### config.mk
export PLATFORM = sky130hd
export DESIGN_NAME = fwrisc_regfile_dbg
export DESIGN_NICKNAME = d
export VERILOG_FILES = /design/src/rtl/fwrisc_regfile_dbg_pkg.sv /design/src/rtl/fwrisc_dbg_byte_ser.sv /design/src/rtl/fwrisc_regfile_dbg.sv
export SDC_FILE = /design/constraint.sdc
export NUM_CORES = 1
export LEC_CHECK = 0
export CELL_PAD_IN_SITES_DETAIL_PLACEMENT = 1
export CELL_PAD_IN_SITES_GLOBAL_PLACEMENT = 1
export CORE_MARGIN = 4
export CORE_UTILIZATION = 40
export CTS_CLUSTER_SIZE = 20
export DETAILED_ROUTE_END_ITERATION = 10
export PLACE_DENSITY = 0.94
export REMOVE_ABC_BUFFERS = 1
export SLEW_MARGIN = 10
export SYNTH_ARGS = -nofsm -noshare
export SYNTH_HDL_FRONTEND = slang
export SYNTH_SLANG_ARGS = --single-unit
### constraint.sdc
create_clock -name clock -period 4.07 [get_ports clock]
set_clock_uncertainty 0.1 [all_clocks]
set_input_delay 1.0175 -clock clock [delete_from_list [all_inputs] [get_ports clock]]
set_output_delay 1.0175 -clock clock [all_outputs]
set_load 0.05 [all_outputs]
### src/rtl/fwrisc_regfile_dbg_pkg.sv
// Shared encodings for the register-file debug port: command opcodes,
// controller states and the default acknowledge/error response bytes.
package fwrisc_regfile_dbg_pkg;

  typedef enum logic [1:0] {
    OP_READ  = 2'd0,
    OP_WRITE = 2'd1,
    OP_DUMP  = 2'd2,
    OP_RSVD  = 2'd3
  } dbg_op_e;

  typedef enum logic [2:0] {
    ST_IDLE    = 3'd0,
    ST_RD_ADDR = 3'd1,
    ST_RD_CAP  = 3'd2,
    ST_SEND    = 3'd3,
    ST_WR      = 3'd4,
    ST_ACK     = 3'd5
  } dbg_state_e;

  localparam logic [7:0] DBG_ACK_BYTE = 8'hA5;
  localparam logic [7:0] DBG_ERR_BYTE = 8'hEE;

  // Little-endian byte lane selection: lane 0 is bits 7:0.
  function automatic logic [7:0] word_byte(input logic [31:0] w, input logic [1:0] lane);
    return w[{lane, 3'b000} +: 8];
  endfunction

endpackage

### src/rtl/fwrisc_dbg_byte_ser.sv
// Byte serializer: sends either one byte or a 32-bit word (LSB first) on a
// valid/ready stream, holding each byte until the sink takes it.
module fwrisc_dbg_byte_ser
  import fwrisc_regfile_dbg_pkg::*;
(
  input  logic        clock,
  input  logic        reset,
  input  logic        i_load,
  input  logic        i_single,
  input  logic [31:0] i_word,
  output logic        tx_valid,
  input  logic        tx_ready,
  output logic [7:0]  tx_data,
  output logic        o_done
);

  logic [31:0] r_word;
  logic [1:0]  r_cnt;
  logic        r_single;
  logic        w_last;

  assign w_last = r_single || (r_cnt == 2'd3);
  assign o_done = tx_valid && tx_ready && w_last;

  always_ff @(posedge clock or negedge reset) begin
    if (!reset) begin
      r_word   <= '0;
      r_cnt    <= '0;
      r_single <= 1'b0;
      tx_valid <= 1'b0;
      tx_data  <= '0;
    end else if (i_load) begin
      r_word   <= i_word;
      r_cnt    <= 2'd0;
      r_single <= i_single;
      tx_valid <= 1'b1;
      tx_data  <= i_word[7:0];
    end else if (tx_valid && tx_ready) begin
      if (w_last) begin
        tx_valid <= 1'b0;
      end else begin
        r_cnt   <= r_cnt + 2'd1;
        tx_data <= word_byte(r_word, r_cnt + 2'd1);
      end
    end
  end

endmodule

### src/rtl/fwrisc_regfile_dbg.sv
// Debug access controller for the core register file: single reads/writes
// and a full dump, streamed back as bytes while the core is halted.
module fwrisc_regfile_dbg
  import fwrisc_regfile_dbg_pkg::*;
#(
  parameter int         NUM_REGS = 64,
  parameter logic [7:0] ACK_BYTE = DBG_ACK_BYTE,
  parameter logic [7:0] ERR_BYTE = DBG_ERR_BYTE
) (
  input  logic        clock,
  input  logic        reset,
  input  logic        core_halted,
  input  logic        cmd_valid,
  output logic        cmd_ready,
  input  logic [1:0]  cmd_op,
  input  logic [5:0]  cmd_addr,
  input  logic [31:0] cmd_wdata,
  output logic        tx_valid,
  input  logic        tx_ready,
  output logic [7:0]  tx_data,
  output logic [5:0]  rf_raddr,
  input  logic [31:0] rf_rdata,
  output logic [5:0]  rf_waddr,
  output logic [31:0] rf_wdata,
  output logic        rf_wen,
  output logic        busy
);

  localparam logic [6:0] REG_LIMIT = 7'(NUM_REGS);
  localparam logic [6:0] LAST_IDX  = 7'(NUM_REGS - 1);

  dbg_state_e  r_state;
  logic        r_dump;
  logic [6:0]  r_idx;

  dbg_op_e     w_op;
  logic        w_accept;
  logic        w_in_range;
  logic        w_is_err;
  logic [5:0]  w_next_raddr;
  logic        w_ser_load;
  logic        w_ser_single;
  logic [31:0] w_ser_word;
  logic        w_ser_done;

  assign w_op         = dbg_op_e'(cmd_op);
  assign cmd_ready    = (r_state == ST_IDLE) && core_halted;
  assign busy         = (r_state != ST_IDLE);
  assign w_accept     = cmd_valid && cmd_ready;
  assign w_in_range   = {1'b0, cmd_addr} < REG_LIMIT;
  assign w_is_err     = (w_op == OP_RSVD) ||
                        (((w_op == OP_READ) || (w_op == OP_WRITE)) && !w_in_range);
  assign w_next_raddr = r_idx[5:0] + 6'd1;

  // Error bytes are loaded straight from IDLE so they never touch the file.
  always_comb begin
    w_ser_load   = 1'b0;
    w_ser_single = 1'b0;
    w_ser_word   = '0;
    case (r_state)
      ST_IDLE: begin
        if (w_accept && w_is_err) begin
          w_ser_load   = 1'b1;
          w_ser_single = 1'b1;
          w_ser_word   = {24'b0, ERR_BYTE};
        end
      end
      ST_RD_CAP: begin
        w_ser_load = 1'b1;
        w_ser_word = rf_rdata;
      end
      ST_WR: begin
        w_ser_load   = 1'b1;
        w_ser_single = 1'b1;
        w_ser_word   = {24'b0, ACK_BYTE};
      end
      default: ;
    endcase
  end

  always_ff @(posedge clock or negedge reset) begin
    if (!reset) begin
      r_state  <= ST_IDLE;
      r_dump   <= 1'b0;
      r_idx    <= '0;
      rf_raddr <= '0;
      rf_waddr <= '0;
      rf_wdata <= '0;
      rf_wen   <= 1'b0;
    end else begin
      case (r_state)
        ST_IDLE: begin
          if (w_accept) begin
            if (w_is_err) begin
              r_state <= ST_ACK;
            end else begin
              case (w_op)
                OP_READ: begin
                  r_dump   <= 1'b0;
                  rf_raddr <= cmd_addr;
                  r_state  <= ST_RD_ADDR;
                end
                OP_WRITE: begin
                  // x0 is hardwired, so the write is acknowledged but dropped.
                  if (cmd_addr != 6'd0) begin
                    rf_wen   <= 1'b1;
                    rf_waddr <= cmd_addr;
                    rf_wdata <= cmd_wdata;
                  end
                  r_state <= ST_WR;
                end
                default: begin
                  r_dump   <= 1'b1;
                  r_idx    <= '0;
                  rf_raddr <= '0;
                  r_state  <= ST_RD_ADDR;
                end
              endcase
            end
          end
        end
        ST_RD_ADDR: r_state <= ST_RD_CAP;
        ST_RD_CAP:  r_state <= ST_SEND;
        ST_SEND: begin
          // A dump stops at the last register or once the core resumes.
          if (w_ser_done) begin
            if (r_dump && core_halted && (r_idx != LAST_IDX)) begin
              r_idx    <= r_idx + 7'd1;
              rf_raddr <= w_next_raddr;
              r_state  <= ST_RD_ADDR;
            end else begin
              r_dump  <= 1'b0;
              r_state <= ST_IDLE;
            end
          end
        end
        ST_WR: begin
          rf_wen  <= 1'b0;
          r_state <= ST_ACK;
        end
        ST_ACK: begin
          if (w_ser_done) r_state <= ST_IDLE;
        end
        default: r_state <= ST_IDLE;
      endcase
    end
  end

  fwrisc_dbg_byte_ser u_ser (
    .clock    (clock),
    .reset    (reset),
    .i_load   (w_ser_load),
    .i_single (w_ser_single),
    .i_word   (w_ser_word),
    .tx_valid (tx_valid),
    .tx_ready (tx_ready),
    .tx_data  (tx_data),
    .o_done   (w_ser_done)
  );

endmodule

# --- Yosys cells after proc, flatten, opt, wreduce, memory -nomap -nowiden ---
# Index checks and enable logic that the tools add are counted.
# Widths: inputs -> output; s select.
word_totals:
  input_bits: 77
  reg_bits: 100
  wordCells: 107
  out_inout_bits: 56
op_classes:
  shifts: 1
  n_mux: 44
  n_reduce_logical: 26
  n_eq_ne: 20
  addsub: 3
  n_bitwise: 1
op_table:
  columns: ["op", "count"]
  rows:
  - ["$pmux 32 s3", 1]
  - ["$mux 7", 5]
  - ["$mux 8", 4]
  - ["$shiftx 32x6->8", 1]
  - ["$mux 6", 4]
  - ["$pmux 6 s2", 2]
  - ["$pmux 3 s6", 1]
  - ["$reduce_and 6->1", 3]
  - ["$mux 3", 5]
  - ["$pmux 7 s2", 1]
  - ["$mux 1", 13]
  - ["$ne 2x2->1 const B", 6]
  - ["$ne 2x1->1 const B", 5]
  - ["$pmux 1 s2", 5]
  - ["$reduce_and 5->1", 2]
  - ["$reduce_bool 2->1", 4]
  - ["$add 7x1->7 const B", 1]
  - ["$logic_and 1x1->1", 7]
  - ["$ne 7x6->1 const B", 1]
  - ["$add 6x1->6 const B", 1]
  - ["$eq 3x2->1 const B", 2]
  - ["$eq 3x3->1 const B", 2]
  - ["$mux 2", 3]
  - ["$reduce_bool 6->1", 1]
  - ["12 further kinds", 15]

# --- Logic depth before layout (Yosys ltp) ---
logic_depth:
  ltp_word: 8
  mapped_depth: 8
  mapped_depth_nobuf: 5

# --- Hierarchy ---
# Synthesis repeated with hierarchy kept, for this count alone.
hier_totals:
  cells_unflattened: 389
  area_unflattened_um2: 4902.2
by_module_without_submodules:
  columns: ["mod", "area_each_um2", "cells_per_inst", "seq_area_each_um2", "instances"]
  rows:
  - ["fwrisc_regfile_dbg", 2894.0, 243, 1401.3, 1]
  - ["fwrisc_dbg_byte_ser", 2008.2, 146, 1101.1, 1]

# --- Worst setup path after synthesis ---
# OpenSTA, ideal clock, no wires.
synth_timing:
  path_kind: "input -> output"
  start: "in core_halted"
  end: "out cmd_ready"
  path_buffers: 0
  t_arrival_ps: 1424
  stages: 1
  slack_ps: 1528
  t_required_ps: 2953
  path_cell_list: "and2_1"
synth_between:
  elab_chain_len: 1
synth_lines:
  columns: ["item", "line", "source"]
  rows:
  - ["start, declared", "fwrisc_regfile_dbg.sv:12", "input logic core_halted,"]
  - ["$logic_and 1x1->1", "fwrisc_regfile_dbg.sv:47", "assign cmd_ready = (r_state == ST_IDLE) && core_halted;"]
  - ["end, declared", "fwrisc_regfile_dbg.sv:14", "output logic cmd_ready,"]
# No other way between the ends.

# --- Worst setup path after layout ---
layout_timing:
  start: "reg r_state[0]"
  end: "out busy"
layout_between:
  elab_chain_len: 1
layout_lines:
  columns: ["item", "line", "source"]
  rows:
  - ["start, declared", "fwrisc_regfile_dbg.sv:32", "dbg_state_e r_state;"]
  - ["start signal, assigned", "fwrisc_regfile_dbg.sv:83", "r_state <= ST_IDLE;"]
  - ["start signal, assigned", "fwrisc_regfile_dbg.sv:95", "r_state <= ST_ACK;"]
  - ["start signal, assigned", "fwrisc_regfile_dbg.sv:101", "r_state <= ST_RD_ADDR;"]
  - ["$reduce_bool 3->1", "fwrisc_regfile_dbg.sv:48", "assign busy = (r_state != ST_IDLE);"]
  - ["end, declared", "fwrisc_regfile_dbg.sv:26", "output logic busy"]
# No other way between the ends.

==> results.toml <==
[sta]
worst_pin_slew_ns = 0.776
timing.final.crit_share_pct = 78.1
slew_headroom_pct = 48.2
fmax_ghz = 0.315
setup_viol = 0
rsz0062_at_grt = "false"
final.min_clock_period_ns = 3.18
drv_slew = 0
tns_ns = 0
hold_viol = 0

[global_routing]
grt_pass1_vias = 3861
antenna_found_initial = 0
grt_max_degree = 88
grt_pass1_wl_mm = 20.6
grt_usage_pct = 19.9
grt.overflow.total = 0

[die]
io_pins = 133
rows = 38
die_y_um = 114
die-width_um = 114
coreArea_mm2 = 0.0109
fp.dieArea_mm2 = 0.0131
start_util_pct = 41.3

[cells_and_area]
layout-drive-gt1-share_pct = 18.5
antennaDiodeCount = 0
nets = 566
area_growth_pct = 39.8
layout.cells.non_filler = 632
nFillCells = 1126

[placement]
dp_cells = 615
gp_congestion = 0.832
dp_hpwl_mm = 9.38
portBuffers = 132

[critical_path]
critPathKind = "flop to primary output"
rr_worst_depth = 5
critPathLaunchType = "flop"
crit_path_max_fanout = 13
rrSetupSlack_ns = 1.56
worstPathRequired_ns = 2.95
cp_data_arrival_time_ns = 2.06
reg2reg_to = "u_ser.r_word[11]"
reg2reg_from = "r_state[2]"
end_kind = "primary output"

[routing]
drt-initial-drc-count = 164
drcViolationCount = 0
routedWlPerCell_um = 20.1
avgViaCountPerCell = 5.53
dr.pass1.iters = 4
ant_nets = 0
routed_wl_mm = 12.7
vias = 3492

[status]
status = "completed"

[yosys]
ys_types = 52
async_flop_share_pct = 100
synthFlopType = "dfrtp_1"
netlist_area_mm2 = 0.00452
ys_warn_count = 0
synth_cells = 357
ys_ff_latch = 100
synth_edf_count = 0
yosysSeqAreaShare_pct = 55.4
syn_area_per_cell_um2 = 12.7

[power_and_ir_drop]
ir_worst_vdd_mv = 0.346
finalPower_mw = 3.99
p_leak_nw = 2.74
power_density_mw_per_mm2 = 632

[clocking]
clkTransAtPathRegs_ns = 0.07
cts-root-buf = "clkbuf_16"
insertion_delay_ns = 0.34
clock_path_buffers = 2
cts_tree = "yes"
h-tree-depth = 3
numCtsBuffers = 9
clock_sinks = 100
cts_resized = 0
postCtsSetupBuffers = 0
hold_buffers = 0

[hold_path]
hold-path-endpoint = "u_ser.r_word[0]"
hold_path.class = "flop to flop"
holdPathStages = 1
hold_start = "u_ser.r_word[0]"

[flow_run]
cap_violations = 0
flip-flops by register name (all words and copies together), names as in the netlist:
signal          cells
rf_raddr            6
u_ser.r_single      1
r_idx               7
u_ser.r_cnt         2
rf_wen              1
u_ser.r_word       32
r_dump              1
u_ser.tx_data       8
rf_waddr            6
rf_wdata           32
r_state             3
u_ser.tx_valid      1
stage by stage:
| stage | instance area, um2 | utilization [%] | setup WS [ns] | hold WS, ns |
|---|---|---|---|---|
| after global placement | 5980 | 54.7 | 0.820 | 0.362 |
| after CTS | 6290 | 57.5 | 0.871 | 0.384 |
| final | 6320 | 57.8 | 0.891 | 0.381 |
| after detailed placement | 5980 | 54.7 | 0.719 | 0.369 |
| after global routing | 6320 | 57.8 | 0.781 | 0.425 |
| after floorplan | 4400 | - | 0.546 | 0.344 |
kinds of logic after synthesis:
| group | synth area share, % |
|---|---|
| compound gates | 15.6 |
| xor+xnor | 0.969 |
| fa+ha+maj | 0.554 |
| buf+inv | 3.02 |
| flops | 55.4 |
| mux | 15.9 |
| simple gates | 8.56 |
how the worst max path moves through the flow:
stage	from	end
after floorplan	cmd_op[1]	rf_waddr[0]
after global placement	cmd_op[1]	u_ser.r_word[26]
after detailed placement	cmd_op[1]	u_ser.r_word[11]
after CTS	r_state[0]	busy
after global routing	r_state[0]	busy
final	r_state[0]	busy
critical path, stage by stage, from the launching register on:
cell and delay, ns:
dfrtp_1 0.61, nor3_2 0.10, inv_1 0.17, clkdlybuf4s50_1 0.84
where the power goes:
part | internal, mW | switching, mW
Clock | 0.487 | 0.392
Sequential | 1.27 | 0.184
Combinational | 0.767 | 0.895
per-layer routing:
metal	global-route usage (%)	wire, um
met5	0	0
met4	3.72	97
met3	4.60	705
met2	36.2	6640
met1	24.2	5240
cell usage after synthesis, drive strengths merged (4+ instances only):
| library cell | count | area [um2] |
|---|---|---|
| mux2 | 47 | 529 |
| a22o | 24 | 210 |
| nand2 | 22 | 82.6 |
| dfrtp | 100 | 2500 |
| and2 | 7 | 43.8 |
| nor2 | 15 | 56.3 |
| inv | 4 | 15.0 |
| a31oi | 4 | 25.0 |
| a21oi | 18 | 90.1 |
| nor3 | 5 | 30.0 |
| clkbuf | 8 | 30.0 |
| nand3 | 7 | 35.0 |
| o21a | 4 | 30.0 |
| o22ai | 6 | 37.5 |
| mux4 | 8 | 180 |
| buf | 15 | 91.3 |
| o21ai | 11 | 55.1 |
final cells by class:
class / instances / area [um2] / area share [%]
Multi-Input combinational cell: 230 / 1900 / 30.2
Clock buffer: 9 / 225 / 3.57
Tap cell: 140 / 175 / 2.77
Timing Repair Buffer: 142 / 1410 / 22.3
Sequential cell: 100 / 2500 / 39.6
Inverter: 4 / 15.0 / 0.238
Clock inverter: 7 / 82.6 / 1.31
layout by cell type (no fill, tap or decap), types with 3 or more instances in the layout:
cell | synthesis | layout
clkdlybuf4s50_1 | 0 | 130
dfrtp_1 | 100 | 100
mux2_2 | 47 | 47
a22o_1 | 24 | 24
nand2_1 | 22 | 22
a21oi_1 | 18 | 18
nor2_1 | 15 | 15
o21ai_0 | 11 | 11
buf_4 | 2 | 11
clkbuf_16 | 0 | 9
mux4_2 | 8 | 8
and2_1 | 7 | 7
nand3_1 | 7 | 7
o22ai_1 | 6 | 6
inv_1 | 4 | 4
o21a_1 | 4 | 4
nor3_1 | 4 | 4
a31oi_1 | 4 | 4
and3_1 | 3 | 3
o32a_1 | 3 | 3
a2bb2oi_1 | 3 | 3
xnor2_1 | 3 | 3
and3b_1 | 3 | 3
o22a_1 | 3 | 3
a21o_1 | 3 | 3
No activity file was read; power rests on OpenSTA's default activity.
